==> src/rtl/reg_bus_adapter.sv <==
// Valid/ready bus to register-field strobe adapter: one transaction at a time, IDLE -> ACCESS -> RESP.
// Optional word-index range check enabled by defining REG_ADAPTER_RANGE_CHECK_EN.
module reg_bus_adapter #(
    parameter int          AW            = 8,
    parameter int          DW            = 32,
    parameter bit          ALLOW_PARTIAL = 1'b0,
    parameter int unsigned NUM_REGS      = 64
) (
    input  logic            clk_i,
    input  logic            rst_ni,
    input  logic            req_valid_i,
    output logic            req_ready_o,
    input  logic            req_write_i,
    input  logic [AW-1:0]   req_addr_i,
    input  logic [DW-1:0]   req_wdata_i,
    input  logic [DW/8-1:0] req_be_i,
    output logic            rsp_valid_o,
    input  logic            rsp_ready_i,
    output logic [DW-1:0]   rsp_rdata_o,
    output logic            rsp_err_o,
    output logic            reg_we_o,
    output logic            reg_re_o,
    output logic [AW-1:0]   reg_addr_o,
    output logic [DW-1:0]   reg_wdata_o,
    output logic [DW/8-1:0] reg_be_o,
    input  logic [DW-1:0]   reg_rdata_i,
    input  logic            reg_error_i
);

    localparam int BW  = DW / 8;
    localparam int OFF = $clog2(BW);

    typedef enum logic [1:0] {
        IDLE   = 2'd0,
        ACCESS = 2'd1,
        RESP   = 2'd2
    } state_t;

    state_t state, state_next;
    logic   accept, misaligned, partial, range_err, pre_err;
    logic   pre_err_q, write_q;
    logic   ready_d, we_d, re_d, rsp_valid_d;

    assign accept     = req_valid_i & req_ready_o & (state == IDLE);
    assign misaligned = |req_addr_i[OFF-1:0];
    assign partial    = req_write_i & ~(&req_be_i) & ~ALLOW_PARTIAL;

`ifdef REG_ADAPTER_RANGE_CHECK_EN
    logic [AW-1:0] word_idx;
    assign word_idx  = req_addr_i >> OFF;
    assign range_err = (32'(word_idx) >= NUM_REGS);
`else
    logic unused_num_regs;
    assign unused_num_regs = (NUM_REGS == 0);
    assign range_err       = 1'b0;
`endif

    assign pre_err = misaligned | partial | range_err;

    always_ff @(posedge clk_i or negedge rst_ni) begin
        if (!rst_ni) state <= IDLE;
        else         state <= state_next;
    end

    always_comb begin
        state_next = state;
        case (state)
            IDLE:    if (accept) state_next = ACCESS;
            ACCESS:  state_next = RESP;
            RESP:    if (rsp_valid_o & rsp_ready_i) state_next = IDLE;
            default: state_next = IDLE;
        endcase
    end

    // Strobes are registered so they land exactly in the ACCESS cycle.
    always_comb begin
        ready_d     = (state_next == IDLE);
        we_d        = accept & req_write_i & ~pre_err;
        re_d        = accept & ~req_write_i & ~pre_err;
        rsp_valid_d = (state_next == RESP);
    end

    always_ff @(posedge clk_i or negedge rst_ni) begin
        if (!rst_ni) begin
            req_ready_o <= 1'b0;
            reg_we_o    <= 1'b0;
            reg_re_o    <= 1'b0;
            rsp_valid_o <= 1'b0;
        end else begin
            req_ready_o <= ready_d;
            reg_we_o    <= we_d;
            reg_re_o    <= re_d;
            rsp_valid_o <= rsp_valid_d;
        end
    end

    always_ff @(posedge clk_i or negedge rst_ni) begin
        if (!rst_ni) begin
            reg_addr_o  <= '0;
            reg_wdata_o <= '0;
            reg_be_o    <= '0;
            write_q     <= 1'b0;
            pre_err_q   <= 1'b0;
            rsp_rdata_o <= '0;
            rsp_err_o   <= 1'b0;
        end else begin
            if (accept) begin
                reg_addr_o  <= req_addr_i;
                reg_wdata_o <= req_wdata_i;
                reg_be_o    <= req_be_i;
                write_q     <= req_write_i;
                pre_err_q   <= pre_err;
            end
            // Response is frozen at the end of ACCESS and held through RESP.
            if (state == ACCESS) begin
                rsp_err_o <= pre_err_q | ((reg_we_o | reg_re_o) & reg_error_i);
                if (pre_err_q)    rsp_rdata_o <= '1;
                else if (write_q) rsp_rdata_o <= '0;
                else              rsp_rdata_o <= reg_rdata_i;
            end
        end
    end

endmodule

==> config.mk <==
export PLATFORM = sky130hd
export DESIGN_NAME = reg_bus_adapter
export DESIGN_NICKNAME = d
export VERILOG_FILES = /design/src/rtl/reg_bus_adapter.sv
export SDC_FILE = /design/constraint.sdc
export NUM_CORES = 1
export LEC_CHECK = 0
export CORE_ASPECT_RATIO = 1.4
export CORE_MARGIN = 10
export CORE_UTILIZATION = 55
export DETAILED_ROUTE_END_ITERATION = 10
export DONT_BUFFER_PORTS = 1
export PLACE_DENSITY_LB_ADDON = 0.25
export REMOVE_ABC_BUFFERS = 1
export SYNTH_ARGS = -nofsm -noshare
export SYNTH_HDL_FRONTEND = slang
export SYNTH_SLANG_ARGS = --single-unit
==> constraint.sdc <==
create_clock -name clk_i -period 1.58 [get_ports clk_i]
set_input_delay 0.237 -clock clk_i [delete_from_list [all_inputs] [get_ports clk_i]]
set_output_delay 0.237 -clock clk_i [all_outputs]
set_load 0.01 [all_outputs]
* Yosys cells after proc, flatten, opt, wreduce, memory -nomap -nowiden
Cells that the tools add are included.
** Storage, ports and cells
- Register bits :: 85
- Input port bits :: 82
- Word-level logic and storage cells :: 39
** Cells by class
- Eq/ne operators :: 3
- Mux-type cells :: 5
- Bitwise logic cells :: 15
- Reduce and logical (&&, ||, !) cells :: 4
** Operator list (number)
- $mux 32 :: 2
- $and 1x1->1 :: 9
- $pmux 2 s3 :: 1
- $eq 2x2->1 const B :: 2
- $logic_not 2->1 :: 2
- $mux 2 :: 2
- $reduce_and 4->1 :: 1
- $not 1->1 :: 3
- $or 1x1->1 :: 3
- $eq 2x1->1 const B :: 1
- $reduce_or 2->1 :: 1

* Logic depth before layout (Yosys ltp)
Gate-level depths: netlist (run 1).
- Word-level depth :: 6
- Depth in mapped cells :: 6
- Depth with buffers taken out :: 4

* Worst setup path after synthesis (run 1)
OpenSTA, ideal clock, no wires.
- Kind :: reg-to-reg
- From :: reg state[0]
- To :: reg reg_wdata_o[8]
- Data arrival time :: 1.027 ns
- Required time :: 1.463 ns
- Path slack :: 0.437 ns
- Cell stages (with the launch flop) :: 6
- Buffers on the path :: 2
- Cells stage by stage :: dfrtp_1 -> nand4bb_4 -> buf_4 -> buf_2 -> nand2_1 -> nand2_1
** On the way
- Cells in the longest elaborated chain, start to end :: 2
** Ends and longest elaborated chain
- from (decl) :: RTL line 39 : state_t state, state_next;
- from (signal assigned) :: RTL line 62 : else state <= state_next;
- $logic_not 2->1 :: RTL line 44 : assign accept = req_valid_i & req_ready_o & (state == IDLE);
- $and 1x1->1 :: RTL line 44
- to (signal assigned) :: RTL line 109 : reg_wdata_o <= req_wdata_i;
- to (decl) :: RTL line 24 : output logic [DW-1:0] reg_wdata_o,
No other way between the ends.
A chain may end at the register's enable or synchronous reset.

* Worst setup path after layout (run 1)
- From :: reg req_ready_o
- To :: reg pre_err_q
** On the way
- Cells in the longest elaborated chain, start to end :: 2
** Ends and longest elaborated chain
- from (decl) :: RTL line 12 : output logic req_ready_o,
- from (signal assigned) :: RTL line 90 : req_ready_o <= ready_d;
- $and 1x1->1 (2 in series) :: RTL line 44
- to (signal assigned) :: RTL line 112 : pre_err_q <= pre_err;
- to (decl) :: RTL line 41 : logic pre_err_q, write_q;
No other way between the ends.

==> impl_results.md, run 1 <==
* Gates resized, CTS repair at 0
* Multi-input combinational cell area at ~1100 um^2
* Syn-to-layout area delta at 20.5%
* Final WL at around 8700 um
* Failing checks: hold timing
* Pwr Total at between 0.008 and 0.009 W
* Unrepaired setup endpoints after global routing: no
* DR pass1 iterations at 4
* Hold buffers post-CTS at between 40 and 50
* Achievable Freq at approximately 770 MHz
* Io pins at roughly 160
* H-Tree Level Count at 3
* Met1 Use GR at 19.0%
* Crit start category: flop
* Status: complete, but fails checks
* Met2 usage at between 20% and 30%
* Initial antenna violation count at 0
* Commonest cells in the synthesized netlist: 167 x nand2_1, 85 x dfrtp_1, 37 x o21ai_0
* Root Driver: clkbuf_8
* Hold Slack at -0.429 ns
* Final nets at about 480
* Crit Path Class: flop to flop
* Met3 global-route usage at 11.4%
* Register area share after synthesis at 63.8%
* TritonCTS Buffers at 9
* Vias at between 2000 and 3000
* Hold Path Class: input pin to asynchronous set/reset pin
* Reg area at between 2000 and 2500 um^2
* CTS tree: built
* Synth area leaders: dfrtp_1 64%, nand2_1 19%, o21ai_0 5.6%
* Adder-cell share of the synthesized area at 0%
* I/O Buffers at 0
* Critical path peak fanout at between 40 and 50
* XOR/XNOR Fraction of Synth Area at 0%
* Hold Violations, Final at 85
* Detailed Route Iter0 Violations at 98
* Worst VDD drop at between 0.001 and 0.0015 V
* Largest net degree at the start of global routing at 86
* Final ANT Viol Nets at 0
* Latest clock arrival within the worst-skew pair at approximately 0.35 ns
* DIE WIDTH at approximately 86 um
* Via density at approximately 5.4
* Final Max Tran Viols at 0
* Share of post-route cells with drive strength above 1 at 6.48%
* Required @ worst endpoint at ~1.8 ns
* Synth area leader: dfrtp_1
* Worst-case clock buffer depth at 2
* Synth async-reset ratio at 100%
* GR peak layer: met2
* Worst Setup End Kind: flop
* Static leakage at ~2 nW
* Setup violations, final at 0
* Slew HR at a little over two thirds
* Ys Warns at 0
* Die H at between 100 and 150 um
* Filler cells at roughly 460
* Library cells used by synthesis at 20
* Clock skew at between 0.01 and 0.015 ns
* CTS sink cnt at 85
* Largest family of logic cells by synthesized area: simple AND/OR/NAND/NOR gates
* GRT Util Overall at 17.5%
* MaxCap Viol Count at 0
* WL/cell at 18.4 um
* Tcrit/Tclk final at around 83%
* Diode count at 0
* DRC viols at 0
* Cell count after synthesis at 358
* Core footprint at 5860 um^2
* Placer Congestion at around 0.76
* Synth Area in Simple Gates at a little over a fifth
* Synth Cell Area at about 3300 um^2
* Synth top area share at a little under two thirds
* Vias in the first global route at roughly 2500
* Post-CTS Setup Repair Bufs at 0
* Starting density of the core at a little under three fifths
* Synth Register Bits at 85
* Grt ovf at 0
* Compound-Gate Fraction of Synth Area at roughly 11%
* Power Density at between 2000 and 2500 nW/um^2
* Min Tclk post-route at roughly 1.3 ns
* Post-synth EDFFs at 0
* Global-route wire length before repair at between 10000 and 15000 um
* Ys flop type: dfrtp_1
* Synthesized area per cell at slightly above 9 um^2
* Total negative setup slack at 0 ns
* HPWL after DPL at 5860 um
* Worst path arrival time at approximately 1.5 ns
* Most numerous cell in the Yosys netlist: nand2_1
* Post-synthesis mux area share at 0%
* Slew @ Worst Pin at around 0.46 ns
* # rows at 33
* Area of the die at a little under 10000 um^2
* Worst-path clk slew at approximately 0.090 ns
## final timing paths
| check | to | slack, ns | from | cells past startpoint |
|---|---|---|---|---|
| min in group clk_i | reg_we_o | 0.04 | req_write_i | 2 |
| max in group asynchronous | rsp_rdata_o[20] | 1.89 | rst_ni | 0 |
| worst min register to register | write_q | 0.54 | write_q | 2 |
| worst max-delay path | pre_err_q | 0.27 | req_ready_o | 3 |
| worst max register to register | pre_err_q | 0.27 | req_ready_o | 3 |
| worst min-delay path | reg_wdata_o[25] | -0.43 | rst_ni | 0 |
## per-layer routing
layer	wire length (um)	part of all wire [%]	up-vias
met2	4020	46	148
met3	1300	15	15
met4	137	1.6	0
met1	3230	37	1174
met5	0	0	-
li1	-	-	1215
## final cells by class
class,count,area share (%)
clock buffers,10,3.42
repair buffers,51,12.9
multi-input cells,247,26.6
inverters,2,0.187
flip-flops and latches,85,52.9
well taps,70,2.18
clock inverters,6,1.77
## cell families after synthesis
group                  after synthesis
AND/OR/NAND/NOR                    176
buffers and inverters               26
flip-flops                          85
AO/OA/AOI/OAI                       71
## through the flow
step	instance area, um^2	utilization [%]	worst slack (ns)	instances
2_1_floorplan	3200	-	-0.343	334
3_3_place_gp	3360	57.3	0.290	410
3_5_place_dp	3360	57.3	0.283	410
4_1_cts	4020	68.6	0.257	471
5_1_grt	4020	68.6	0.184	471
6_report	4020	68.6	0.274	471
## placed cells by master (no fill, tap or decap)
master         count
nor2_1             2
clkbuf_8          10
bufinv_16          1
nor4_2             1
buf_12             2
a21oi_1           32
nand4bb_4          1
dfrtp_1           85
nand2_1          167
nand2b_2           1
o21ai_0           37
nand4_1            1
inv_2              1
clkinvlp_4         2
clkinv_4           2
o21a_1             1
inv_6              1
buf_4              4
and2_0             1
a211oi_1           1
nand2b_1           1
dlygate4sd3_1     45
nor4_1             1
inv_1              1
## power breakdown
group          switching (W)  internal, W
sequential           0.00129      0.00322
clock               0.000777     0.000784
combinational        0.00131     0.000824
total                0.00338      0.00483
## flip-flops by register name, summed over array words and instances, names as in the netlist
register / count
reg_re_o: 1
write_q: 1
reg_we_o: 1
state: 2
req_ready_o: 1
pre_err_q: 1
reg_be_o: 4
rsp_valid_o: 1
reg_wdata_o: 32
rsp_rdata_o: 32
rsp_err_o: 1
reg_addr_o: 8
## worst max-delay path, stage by stage (launching register included)
cell       delay [ns]
dfrtp_1          0.46
nand4bb_4        0.13
buf_4            0.41
o21ai_0          0.16
No activity file was read; power rests on OpenSTA's default activity.
==> run 2, diff against run 1 <==
==> constraint.sdc (replaced) <==
create_clock -name clk_i -period 1.24 [get_ports clk_i]
set_input_delay 0.186 -clock clk_i [delete_from_list [all_inputs] [get_ports clk_i]]
set_output_delay 0.186 -clock clk_i [all_outputs]
set_load 0.01 [all_outputs]
==> impl_results.md, run 2 (synthesis gave the netlist of run 1 again) <==
* # rows at 33
* Grt ovf at 0
* Unrepaired setup endpoints after global routing: no
* Worst Setup End Kind: flop
* Latest clock arrival within the worst-skew pair at about 0.34 ns
* CTS tree: built
* Detailed Route Iter0 Violations at 91
* Hold Violations, Final at 85
* Most frequent cells in the layout: 167 x nand2_1, 85 x dfrtp_1, 45 x dlygate4sd3_1, 37 x o21ai_0, 32 x a21oi_1
* Final ANT Viol Nets at 0
* Share of post-route cells with drive strength above 1 at approximately 6.9%
* Tcrit/Tclk final at approximately 95%
* Final WL at between 9000 and 10000 um
* HPWL after DPL at approximately 5900 um
* Core footprint at 5860 um^2
* Worst path arrival time at roughly 1.4 ns
* Design area at a little over 4000 um^2
* Syn-to-layout area delta at 21.1%
* Hold Slack at -0.462 ns
* Status: complete, but fails checks
* GRT Util Overall at around 18%
* Vias at ~2500
* CTS sink cnt at between 80 and 90
* Pwr Total at roughly 0.010 W
* DIE WIDTH at 85.8 um
* Inst Count DP at ~410
* DRC viols at 0
* I/O Buffers at 0
* Worst-path clk slew at 0.08 ns
* Largest registers: reg_wdata_o (32), rsp_rdata_o (32), reg_addr_o (8)
* DR pass1 iterations at 4
* Clock skew at roughly 0.011 ns
* Failing checks: hold timing
* Setup violations, final at 0
* Slew HR at approximately 78%
* Via density at between 5 and 6
* MaxCap Viol Count at 0
* Worst VDD drop at about 0.0014 V
* Achievable Freq at roughly 850 MHz
* Post-route insts no fill at 473
* Worst-case clock buffer depth at 2
* Initial antenna violation count at 0
* Final nets at 480
* Vias in the first global route at about 2700
* Starting density of the core at 56.9%
* Most common cell after layout, fill and taps aside: nand2_1
* Largest net degree at the start of global routing at 86
* WL/cell at around 19 um
* Die H at between 100 and 150 um
* Critical path peak fanout at 47
* Power Density at between 2000 and 3000 nW/um^2
* Final Max Tran Viols at 0
* Hold buffers post-CTS at 45
* Root Driver: clkbuf_8
* Required @ worst endpoint at 1.45 ns
* TritonCTS Buffers at 9
* Io pins at between 150 and 200
* H-Tree Level Count at 3
* Area after DPL at 3390 um^2
* Placer Congestion at between 0.7 and 0.8
* Crit start category: flop
* Min Tclk post-route at around 1.2 ns
* Diode count at 0
* Static leakage at about 2 nW
* Area of the die at slightly below 10000 um^2
* Global-route wire length before repair at 14200 um
* Slew @ Worst Pin at 0.330 ns
* Hold Path Class: input pin to asynchronous set/reset pin
* Crit Path Class: flop to flop
run 2: area by class of cell:
cell class	count	area, um^2
well taps	70	87.6
repair buffers	53	561
clock buffers	10	128
fillers	455	1820
multi-input cells	247	1070
flip-flops and latches	85	2130
clock inverters	6	48.8
inverters	2	12.5
run 2: metrics by stage:
stage	setup TNS [ns]	worst slack, ns	utilization (%)
5_1_grt	0	0.00453	68.9
2_1_floorplan	-42.52	-0.683	-
4_1_cts	0	0.0181	68.5
6_report	0	0.0568	68.9
3_3_place_gp	0	0.00650	57.8
3_5_place_dp	-0.0290	-0.0290	57.8
run 2: worst paths after layout:
path                            cells past startpoint  slack [ns]           start               to
min in group clk_i                                  2        0.03     req_be_i[1]         reg_we_o
worst max-delay path                                4        0.06        state[0]        pre_err_q
max in group asynchronous                           0        1.57          rst_ni  rsp_rdata_o[21]
worst min-delay path                                0       -0.46          rst_ni  rsp_rdata_o[12]
worst max register to register                      4        0.06        state[0]        pre_err_q
worst min register to register                      2        0.56  rsp_rdata_o[1]   rsp_rdata_o[1]
run 2: timing repair:
item,in CTS,in global routing
endpoints found under the setup margin,2,44
buffers inserted,0,0
gates resized for setup,1,7
gates cloned,0,0
hold endpoints to repair,131,85
run 2: worst max-delay path, cell delays in order, from the launching register on:
cell       delay (ns)
dfrtp_1          0.41
nand4bb_4        0.27
buf_12           0.21
nand2_1          0.08
o21ai_0          0.07
run 2: routing by layer:
metal	global-route usage (%)	wire, um	vias to the layer above
met5	0	0	-
met4	5.84	107	0
met3	12.3	1390	9
met2	29.6	4470	127
met1	18.6	3050	1190
li1	-	-	1220
run 2: power by group:
group	total (W)	internal [W]	switching, W
clock	0.00172	0.000742	0.000974
sequential	0.00573	0.00410	0.00162
combinational	0.00290	0.00116	0.00174
total	0.0103	0.00601	0.00433
